<file path="config.mk">
export PLATFORM = sky130hd
export DESIGN_NAME = tmds_decode
export DESIGN_NICKNAME = d
export VERILOG_FILES = /design/src/rtl/tmds_pkg.sv /design/src/rtl/tmds_align_fsm.sv /design/src/rtl/tmds_decode.sv
export SDC_FILE = /design/constraint.sdc
export NUM_CORES = 1
export LEC_CHECK = 0
export CAP_MARGIN = 20
export CORE_MARGIN = 2
export CORE_UTILIZATION = 59
export DETAILED_ROUTE_END_ITERATION = 6
export GPL_TIMING_DRIVEN = 0
export PLACE_DENSITY = 0.95
export SLEW_MARGIN = 20
export SYNTH_ARGS = -nofsm -noshare
export SYNTH_HDL_FRONTEND = slang
export SYNTH_SLANG_ARGS = --single-unit
export TNS_END_PERCENT = 10
</file>
<file path="constraint.sdc">
create_clock -name sys_clk -period 3.6 [get_ports sys_clk]
set_clock_uncertainty 0.1 [all_clocks]
set_input_delay 0.54 -clock sys_clk [delete_from_list [all_inputs] [get_ports sys_clk]]
set_output_delay 0.54 -clock sys_clk [all_outputs]
set_load 0.01 [all_outputs]
</file>
<file path="src/rtl/tmds_pkg.sv">
// Shared TMDS definitions: control-token symbols and alignment FSM states.
// Used by both the encoder and the decoder side of the link.
package tmds_pkg;

    localparam logic [9:0] CTRL_00 = 10'b1101010100;
    localparam logic [9:0] CTRL_01 = 10'b0010101011;
    localparam logic [9:0] CTRL_10 = 10'b0101010100;
    localparam logic [9:0] CTRL_11 = 10'b1010101011;

    typedef enum logic [1:0] {
        ST_SEARCH    = 2'd0,
        ST_LOCKED    = 2'd1,
        ST_SLIP_WAIT = 2'd2
    } align_state_t;

    function automatic logic is_ctrl(input logic [9:0] s);
        return (s == CTRL_00) || (s == CTRL_01) ||
               (s == CTRL_10) || (s == CTRL_11);
    endfunction

endpackage

</file>
<file path="src/rtl/tmds_align_fsm.sv">
// Symbol-alignment FSM: counts control tokens to declare lock and
// requests a bitslip when no token has been seen for too long.
module tmds_align_fsm
    import tmds_pkg::*;
#(
    parameter int LOCK_CNT       = 8,
    parameter int SEARCH_TIMEOUT = 1024,
    parameter int SLIP_WAIT      = 16
) (
    input  logic i_clk,
    input  logic i_rst_n,
    input  logic i_vld,
    input  logic i_ctrl,
    output logic o_locked,
    output logic o_bitslip
);

    localparam int TW = $clog2(LOCK_CNT) + 1;
    localparam int IW = $clog2(SEARCH_TIMEOUT) + 1;
    localparam int WW = $clog2(SLIP_WAIT) + 1;

    localparam logic [TW-1:0] TOK_LAST  = TW'(LOCK_CNT - 1);
    localparam logic [IW-1:0] IDLE_LAST = IW'(SEARCH_TIMEOUT - 1);
    localparam logic [WW-1:0] WAIT_LAST = WW'(SLIP_WAIT - 1);

    align_state_t  r_state, w_state;
    logic [TW-1:0] r_tok, w_tok;
    logic [IW-1:0] r_idle, w_idle;
    logic [WW-1:0] r_wait, w_wait;
    logic          r_locked, r_bitslip, w_bitslip;

    always_ff @(posedge i_clk or negedge i_rst_n) begin
        if (!i_rst_n) begin
            r_state   <= ST_SEARCH;
            r_tok     <= '0;
            r_idle    <= '0;
            r_wait    <= '0;
            r_locked  <= 1'b0;
            r_bitslip <= 1'b0;
        end else begin
            r_state   <= w_state;
            r_tok     <= w_tok;
            r_idle    <= w_idle;
            r_wait    <= w_wait;
            r_locked  <= (w_state == ST_LOCKED);
            r_bitslip <= w_bitslip;
        end
    end

    // A token arriving on the timeout cycle wins over the bitslip
    always_comb begin
        w_state   = r_state;
        w_tok     = r_tok;
        w_idle    = r_idle;
        w_wait    = r_wait;
        w_bitslip = 1'b0;
        if (i_vld) begin
            unique case (r_state)
                ST_SEARCH: begin
                    if (i_ctrl) begin
                        w_idle = '0;
                        if (r_tok == TOK_LAST) begin
                            w_state = ST_LOCKED;
                            w_tok   = '0;
                        end else begin
                            w_tok = r_tok + TW'(1);
                        end
                    end else begin
                        w_tok = '0;
                        if (r_idle == IDLE_LAST) begin
                            w_state   = ST_SLIP_WAIT;
                            w_idle    = '0;
                            w_bitslip = 1'b1;
                        end else begin
                            w_idle = r_idle + IW'(1);
                        end
                    end
                end
                ST_LOCKED: begin
                    w_tok = '0;
                    if (i_ctrl) begin
                        w_idle = '0;
                    end else if (r_idle == IDLE_LAST) begin
                        w_state = ST_SEARCH;
                        w_idle  = '0;
                    end else begin
                        w_idle = r_idle + IW'(1);
                    end
                end
                ST_SLIP_WAIT: begin
                    w_tok  = '0;
                    w_idle = '0;
                    if (r_wait == WAIT_LAST) begin
                        w_state = ST_SEARCH;
                        w_wait  = '0;
                    end else begin
                        w_wait = r_wait + WW'(1);
                    end
                end
                default: begin
                    w_state = ST_SEARCH;
                    w_tok   = '0;
                    w_idle  = '0;
                    w_wait  = '0;
                end
            endcase
        end
    end

    assign o_locked  = r_locked;
    assign o_bitslip = r_bitslip;

endmodule

</file>
<file path="src/rtl/tmds_decode.sv">
// TMDS symbol decoder: two-stage pipeline from 10-bit symbol to
// pixel byte / control bits, with word-alignment tracking.
module tmds_decode
    import tmds_pkg::*;
#(
    parameter int LOCK_CNT       = 8,
    parameter int SEARCH_TIMEOUT = 1024,
    parameter int SLIP_WAIT      = 16
) (
    input  logic       sys_clk,
    input  logic       sys_rst_n,
    input  logic [9:0] data_in,
    output logic [7:0] data_out,
    output logic       c0,
    output logic       c1,
    output logic       de,
    output logic       locked,
    output logic       bitslip
);

    logic [9:0] r_sym;
    logic       r_vld;
    logic [7:0] r_data;
    logic       r_c0, r_c1, r_de;

    logic       w_ctrl;
    logic [1:0] w_c;
    logic [7:0] w_q, w_d;

    assign w_ctrl = is_ctrl(r_sym);

    always_comb begin
        w_c = 2'b00;
        case (r_sym)
            CTRL_01: w_c = 2'b01;
            CTRL_10: w_c = 2'b10;
            CTRL_11: w_c = 2'b11;
            default: w_c = 2'b00;
        endcase
    end

    // Undo the optional inversion, then the XOR/XNOR transition chain
    always_comb begin
        w_q    = r_sym[9] ? ~r_sym[7:0] : r_sym[7:0];
        w_d    = '0;
        w_d[0] = w_q[0];
        for (int i = 1; i < 8; i++) begin
            w_d[i] = r_sym[8] ? (w_q[i] ^ w_q[i-1])
                              : ~(w_q[i] ^ w_q[i-1]);
        end
    end

    always_ff @(posedge sys_clk or negedge sys_rst_n) begin
        if (!sys_rst_n) begin
            r_sym  <= '0;
            r_vld  <= 1'b0;
            r_data <= '0;
            r_c0   <= 1'b0;
            r_c1   <= 1'b0;
            r_de   <= 1'b0;
        end else begin
            r_sym  <= data_in;
            r_vld  <= 1'b1;
            r_data <= (r_vld && !w_ctrl) ? w_d : 8'h00;
            r_c0   <= r_vld && w_ctrl && w_c[0];
            r_c1   <= r_vld && w_ctrl && w_c[1];
            r_de   <= r_vld && !w_ctrl;
        end
    end

    tmds_align_fsm #(
        .LOCK_CNT       (LOCK_CNT),
        .SEARCH_TIMEOUT (SEARCH_TIMEOUT),
        .SLIP_WAIT      (SLIP_WAIT)
    ) u_align (
        .i_clk     (sys_clk),
        .i_rst_n   (sys_rst_n),
        .i_vld     (r_vld),
        .i_ctrl    (w_ctrl),
        .o_locked  (locked),
        .o_bitslip (bitslip)
    );

    assign data_out = r_data;
    assign c0       = r_c0;
    assign c1       = r_c1;
    assign de       = r_de;

endmodule
</file>
==> results.cfg, run 1 <==
[outcome]
status = finished clean

[worst_hold_path]
hp-class = primary input to asynchronous set/reset pin

[drt]
met2_wirelength_um = 1910
wl_um = 3830
wl_met1_um = 1690
ant_nets = 0
dr_total_vias = 1524
routedWlPerCell_um = 13.8
firstDrtPassIters = 4
wl_met3_um = 143
drtIter0Drc = 131
drc_errors = 0
highest_layer = met4
via_per_inst = 5.50

[power_and_ir_drop]
pwr-share-clk_pct = 22.1
peakVddDrop_mv = 0.310
p_per_area_nw_per_um2 = 457
power.internal_w = 0.000802
combPwrFrac_pct = 24.3
seqPwrFrac_pct = 53.7
p_leak_nw = 1.14
fin_total_pwr_w = 0.00115
switchingPower_w = 0.000347
swShare_pct = 30.2

[critical_path]
worstPathArrival_ns = 2.48
r2r_setup_slack_ns = 1.30
crit_required_ns = 3.78
timing.rr.start = u_align.r_idle[0]$_DFFE_PN0P_
slowest_delay_ns = 0.52
critPathCaptureType = flip-flop
worstSetupStartpoint = u_align.r_idle[0]$_DFFE_PN0P_
criticalPathCategory = flip-flop to flip-flop
r2r_end = u_align.r_idle[5]$_DFFE_PN0P_
cp-endpoint = u_align.r_idle[5]$_DFFE_PN0P_
rr_worst_depth = 6
crit_chain = ha_1 > nand3_1 > or3_1 > nor3_1 > o31ai_1 > a22o_1
cp_max_fo = 5
crit_slowest_cell = nor3_1
critPathLaunchType = flip-flop

[grt]
grt_overflow_total = 0
grt_first_pass_wirelength_um = 6840
first_global_vias = 1523
grt_max_degree = 25
antenna_found_initial = 0
grt_usage_pct = 21.9

[timing]
tightestPinTransition_ns = 0.885
fin_crit_sh_pct = 63.9
period_needed_ns = 2.30
tns_ns = 0
hold_viol = 0
rsz0062_at_grt = false
slew_viol_final = 0
setup_violations = 0
fmax_mhz = 435
relSlewSlack_pct = 40.5

[logic_synthesis]
syn-instance-count = 198
synth-edff-count = 0
ys.warnings.count = 0
ys_types = 40
ys_seq_elements = 46
netlist.area_leader.share_pct = 53.9
async_flop_share_pct = 100
yosysSeqAreaShare_pct = 53.9
synth_nets = 221
syn_avg_cell_area_um2 = 10.8
syn_area_um2 = 2130
synth_area_leader_cell = dfrtp_1
ys.flop_type = dfrtp_1
synth_area_leaders = dfrtp_1, ha_1, xnor2_1

[final_layout]
num-nets-final = 253
area.growth.synth_to_final_pct = 17.8
antenna_cells = 0
fin_cells = 277
drive_gt1_share_pct = 7.79

[cts]
cts.path.max_buffers = 2
root_buffer = clkbuf_4
cts_buffers = 5
htreeDepth = 2
clock_latency_ns = 0.37
clock-sinks = 46
cts_setup_buffers = 0
cts_resized = 0
cts_tree = yes
hold_buffers = 0
path_clk_slew_ns = 0.13

[job]
drv_cap = 0

[place]
gp_congestion = 0.860
dp.cells = 269
dpl.hpwl_um = 2870
io_buffer_count = 24

[floorplan]
core_um2 = 3420
die_height_um = 64.2
start_util_pct = 62.5
pin_count = 25
die_area_um2 = 4120
fp.dieW_um = 64.2
num_rows = 21
[cell usage after synthesis (4+ instances only)]
cell type / n
o21ai_0: 7
a21oi_1: 7
xnor2_1: 10
a31oi_1: 6
dfrtp_1: 46
a22o_1: 4
nor2b_1: 4
nor2_1: 18
clkbuf_1: 4
nor3_1: 4
nand2_1: 13
nand3_1: 12
inv_1: 13
ha_1: 11
[per-layer routing]
metal / global-route usage [%] / vias up
li1: - / 751
met2: 35.3 / 40
met4: 10.9 / 0
met3: 4.40 / 9
met5: 0 / -
met1: 28.2 / 724
[logic make-up after synthesis]
kind of cell    after synthesis  synth area share [%]
simple gates                 65                  15.8
fa+ha+maj                    11                  6.45
buf+inv                      19                  4.04
mux                           4                  1.93
other cells                   1                 0.176
xor+xnor                     12                  4.92
compound gates               40                  12.8
flops                        46                  53.9
[power groups by stage]
stage                     Combinational [W]  Clock, W  Sequential [W]
after CTS                          0.000279  0.000258        0.000616
after detailed placement           0.000277         0        0.000625
after global placement             0.000263         0        0.000622
after global routing               0.000317  0.000282        0.000625
after floorplan                    0.000189         0        0.000622
final                              0.000279  0.000253        0.000617
[worst max-delay path, delay by kind of cell (launching register included)]
kind                     cells  cell delay (ns)
AO/OA/AOI/OAI                2             0.36
adder cells (fa/ha/maj)      1             0.24
flip-flops                   1             0.42
AND/OR/NAND/NOR              3             1.09
[worst min path at each step]
stage	cells after the start	endpoint	slack (ns)
floorplan	0	c0$_DFF_PN0_	0.14
global placement	1	u_align.r_wait[4]$_DFFE_PN0P_	0.38
detailed placement	1	u_align.r_wait[4]$_DFFE_PN0P_	0.38
CTS	1	u_align.o_bitslip$_DFF_PN0_	0.06
global route	1	r_sym[9]$_DFF_PN0_	0.07
finish	1	u_align.o_bitslip$_DFF_PN0_	0.03
[flip-flops by register name, indices dropped and copies added (netlist names), 2 cells and up]
| register | flops |
|---|---|
| u_align.r_wait | 5 |
| r_sym | 10 |
| u_align.r_idle | 11 |
| u_align.r_tok | 4 |
| u_align.r_state | 2 |
| data_out | 8 |
[cell type report]
type	instances	area [µm²]
inverter	13	48.8
multi-input combinational	133	897
clock inverter	1	5.00
fill	216	901
sequential	46	1150
buffer	6	37.5
timing repair buffer	25	263
tap	46	57.6
clock buffer	7	55.1
[stage by stage]
stage	cell area, µm²	utilization, %	setup slack, ns	hold WS (ns)
global route	2510	73.6	1.04	0.0680
finish	2510	73.6	1.30	0.0344
detailed placement	2450	71.9	1.33	0.381
global placement	2430	71.2	0.758	0.379
CTS	2510	73.6	1.31	0.0571
floorplan	2130	-	1.50	0.144
[cells in the final DEF, fill, tap and decap left out, drive strengths merged, types with 6 or more instances in the layout]
cell and n:
a21oi 7, a31oi 6, clkbuf 11, clkdlybuf4s50 23, dfrtp 46, ha 11
inv 13, nand2 13, nand3 12, nor2 18, o21ai 9, xnor2 10
Power figures use the tool's default switching activity.
==> run 2, diff against run 1 <==
--- a/config.mk
+++ b/config.mk
@@ -7,10 +7,10 @@
 export LEC_CHECK = 0
 export CAP_MARGIN = 20
 export CORE_MARGIN = 2
-export CORE_UTILIZATION = 59
+export CORE_UTILIZATION = 50
 export DETAILED_ROUTE_END_ITERATION = 6
 export GPL_TIMING_DRIVEN = 0
-export PLACE_DENSITY = 0.95
+export PLACE_DENSITY = 0.86
 export SLEW_MARGIN = 20
 export SYNTH_ARGS = -nofsm -noshare
 export SYNTH_HDL_FRONTEND = slang
==> constraint.sdc (replaced) <==
create_clock -name sys_clk -period 2.05 [get_ports sys_clk]
set_clock_uncertainty 0.1 [all_clocks]
set_input_delay 0.3075 -clock sys_clk [delete_from_list [all_inputs] [get_ports sys_clk]]
set_output_delay 0.3075 -clock sys_clk [all_outputs]
set_load 0.01 [all_outputs]
==> results.cfg, run 2 (same netlist as run 1, synthesis figures left out) <==
[place]
gp_congestion = 0.806
io_buffer_count = 24
dpl.hpwl_um = 2890
placed_area_um2 = 2460
dp.cells = 273

[worst_hold_path]
hold_path_end = r_sym[0]$_DFF_PN0_
hold_depth = 1
hp-start = data_in[0]
hp-class = primary input to flip-flop

[grt]
grt_max_degree = 27
antenna_found_initial = 0
first_global_vias = 1567
grt_first_pass_wirelength_um = 7110
grt_overflow_total = 0
grt_usage_pct = 18.7

[floorplan]
die_height_um = 69.3
start_util_pct = 52.6
die_area_um2 = 4810
fp.dieW_um = 69.3
core_um2 = 4060
pin_count = 25
num_rows = 23

[drt]
ant_nets = 0
routedWlPerCell_um = 14.8
drtIter0Drc = 111
firstDrtPassIters = 4
via_per_inst = 5.53
dr_total_vias = 1594
wl_um = 4270
drc_errors = 0

[final_layout]
fin_cells = 288
num-nets-final = 261
stdcell_area_um2 = 2640
final_common_cell = dfrtp_1
drive_gt1_share_pct = 13.0
antenna_cells = 0
regMostFlops = u_align.r_idle
area.growth.synth_to_final_pct = 23.8
final_cell_mix = dfrtp_1, clkdlybuf4s50_1, nor2_1
largest_reg_flops = 11

[critical_path]
r2r_end = u_align.r_idle[3]$_DFFE_PN0P_
critPathLaunchType = flip-flop
criticalPathCategory = flip-flop to flip-flop
worstPathArrival_ns = 2.24
rr_worst_depth = 7
crit_required_ns = 2.19
cp_max_fo = 6
timing.rr.start = r_sym[6]$_DFF_PN0_
r2r_setup_slack_ns = -0.05
critPathCaptureType = flip-flop

[timing]
setup_violations = 4
slew_viol_final = 0
period_needed_ns = 2.10
hold_viol = 0
tightestPinTransition_ns = 0.512
fin_crit_sh_pct = 103
relSlewSlack_pct = 65.8
fin_ws_ns = -0.0531
rsz0062_at_grt = true
fmax_mhz = 475

[power_and_ir_drop]
peakVddDrop_mv = 0.305
p_leak_nw = 1.17
p_per_area_nw_per_um2 = 817

[cts]
clock-sinks = 46
cts.path.max_buffers = 2
cts_buffers = 5
path_clk_slew_ns = 0.08
htreeDepth = 2
root_buffer = clkbuf_8
cts_tree = yes
clock_latency_ns = 0.30

[outcome]
violations = setup timing
status = finished, violations left

[job]
drv_cap = 0
run 2: changes by cell type in the layout (fill, tap and decap cells not counted), moves of 2 or more:
cell      change
buf_4         +8
clkbuf_4      -5
clkbuf_8      +4
ha_1          -3
ha_2          +2
or3_1         -2
or3_4         +2
run 2: worst max path at each step:
stage	startpoint	end	depth (start not counted)	slack, ns
after floorplan	r_sym[6]$_DFF_PN0_	u_align.r_idle[3]$_DFFE_PN0P_	7	-0.02
after global placement	sys_rst_n	u_align.r_idle[4]$_DFFE_PN0P_	1	-0.59
after detailed placement	u_align.r_idle[0]$_DFFE_PN0P_	u_align.r_idle[5]$_DFFE_PN0P_	6	-0.36
after CTS	r_sym[7]$_DFF_PN0_	u_align.r_idle[3]$_DFFE_PN0P_	7	-0.04
after global routing	r_sym[6]$_DFF_PN0_	u_align.r_idle[6]$_DFFE_PN0P_	8	-0.1
final	r_sym[6]$_DFF_PN0_	u_align.r_idle[3]$_DFFE_PN0P_	7	-0.05
run 2: critical path: stages (launching register included):
cell and delay, ns:
dfrtp_1 0.38, inv_1 0.06, ha_1 0.20, nor2b_1 0.15, and4_1 0.22, or4_4 0.48
or3_4 0.39, o21ai_2 0.06
run 2: final cells by class:
type                    count  area (µm²)
plain buffers               5        26.3
clock buffers               6        72.6
clock inverters             1        7.51
fillers                   289        1420
inverters                  13        48.8
multi-input cells         133         948
flip-flops and latches     46        1150
well taps                  50        62.6
repair buffers             34         325
run 2: power by group:
group / internal [W] / total, W / switching [W]
combinational: 0.000270 / 0.000536 / 0.000266
sequential: 0.00100 / 0.00109 / 0.0000923
clock: 0.000234 / 0.000530 / 0.000296
total: 0.00151 / 0.00216 / 0.000654
run 2: per-layer routing:
layer,global-route usage [%],wire length (µm)
met5,0,0
met4,7.41,59
met3,5.09,194
met2,29.2,2130
met1,24.7,1890
run 2: per-stage QoR:
stage	hold slack [ns]	setup TNS (ns)	worst slack, ns	power, W	utilization [%]
2_1_floorplan	-0.0881	-0.0176	-0.0176	0.00142	-
3_3_place_gp	0.370	-28.51	-0.589	0.00156	60.2
3_5_place_dp	0.198	-2.44	-0.355	0.00158	60.6
4_1_cts	0.335	-0.0623	-0.0446	0.00212	64.2
5_1_grt	0.316	-0.448	-0.0956	0.00227	65.1
6_report	0.335	-0.110	-0.0531	0.00216	65.1
run 2: what timing repair did:
item,4_1_cts,5_1_grt
setup buffers,6,2
pin swaps,4,5
resized for setup,4,4
hold buffers,1,0
hold endpoints to repair,20,0
endpoints found under the setup margin,13,10
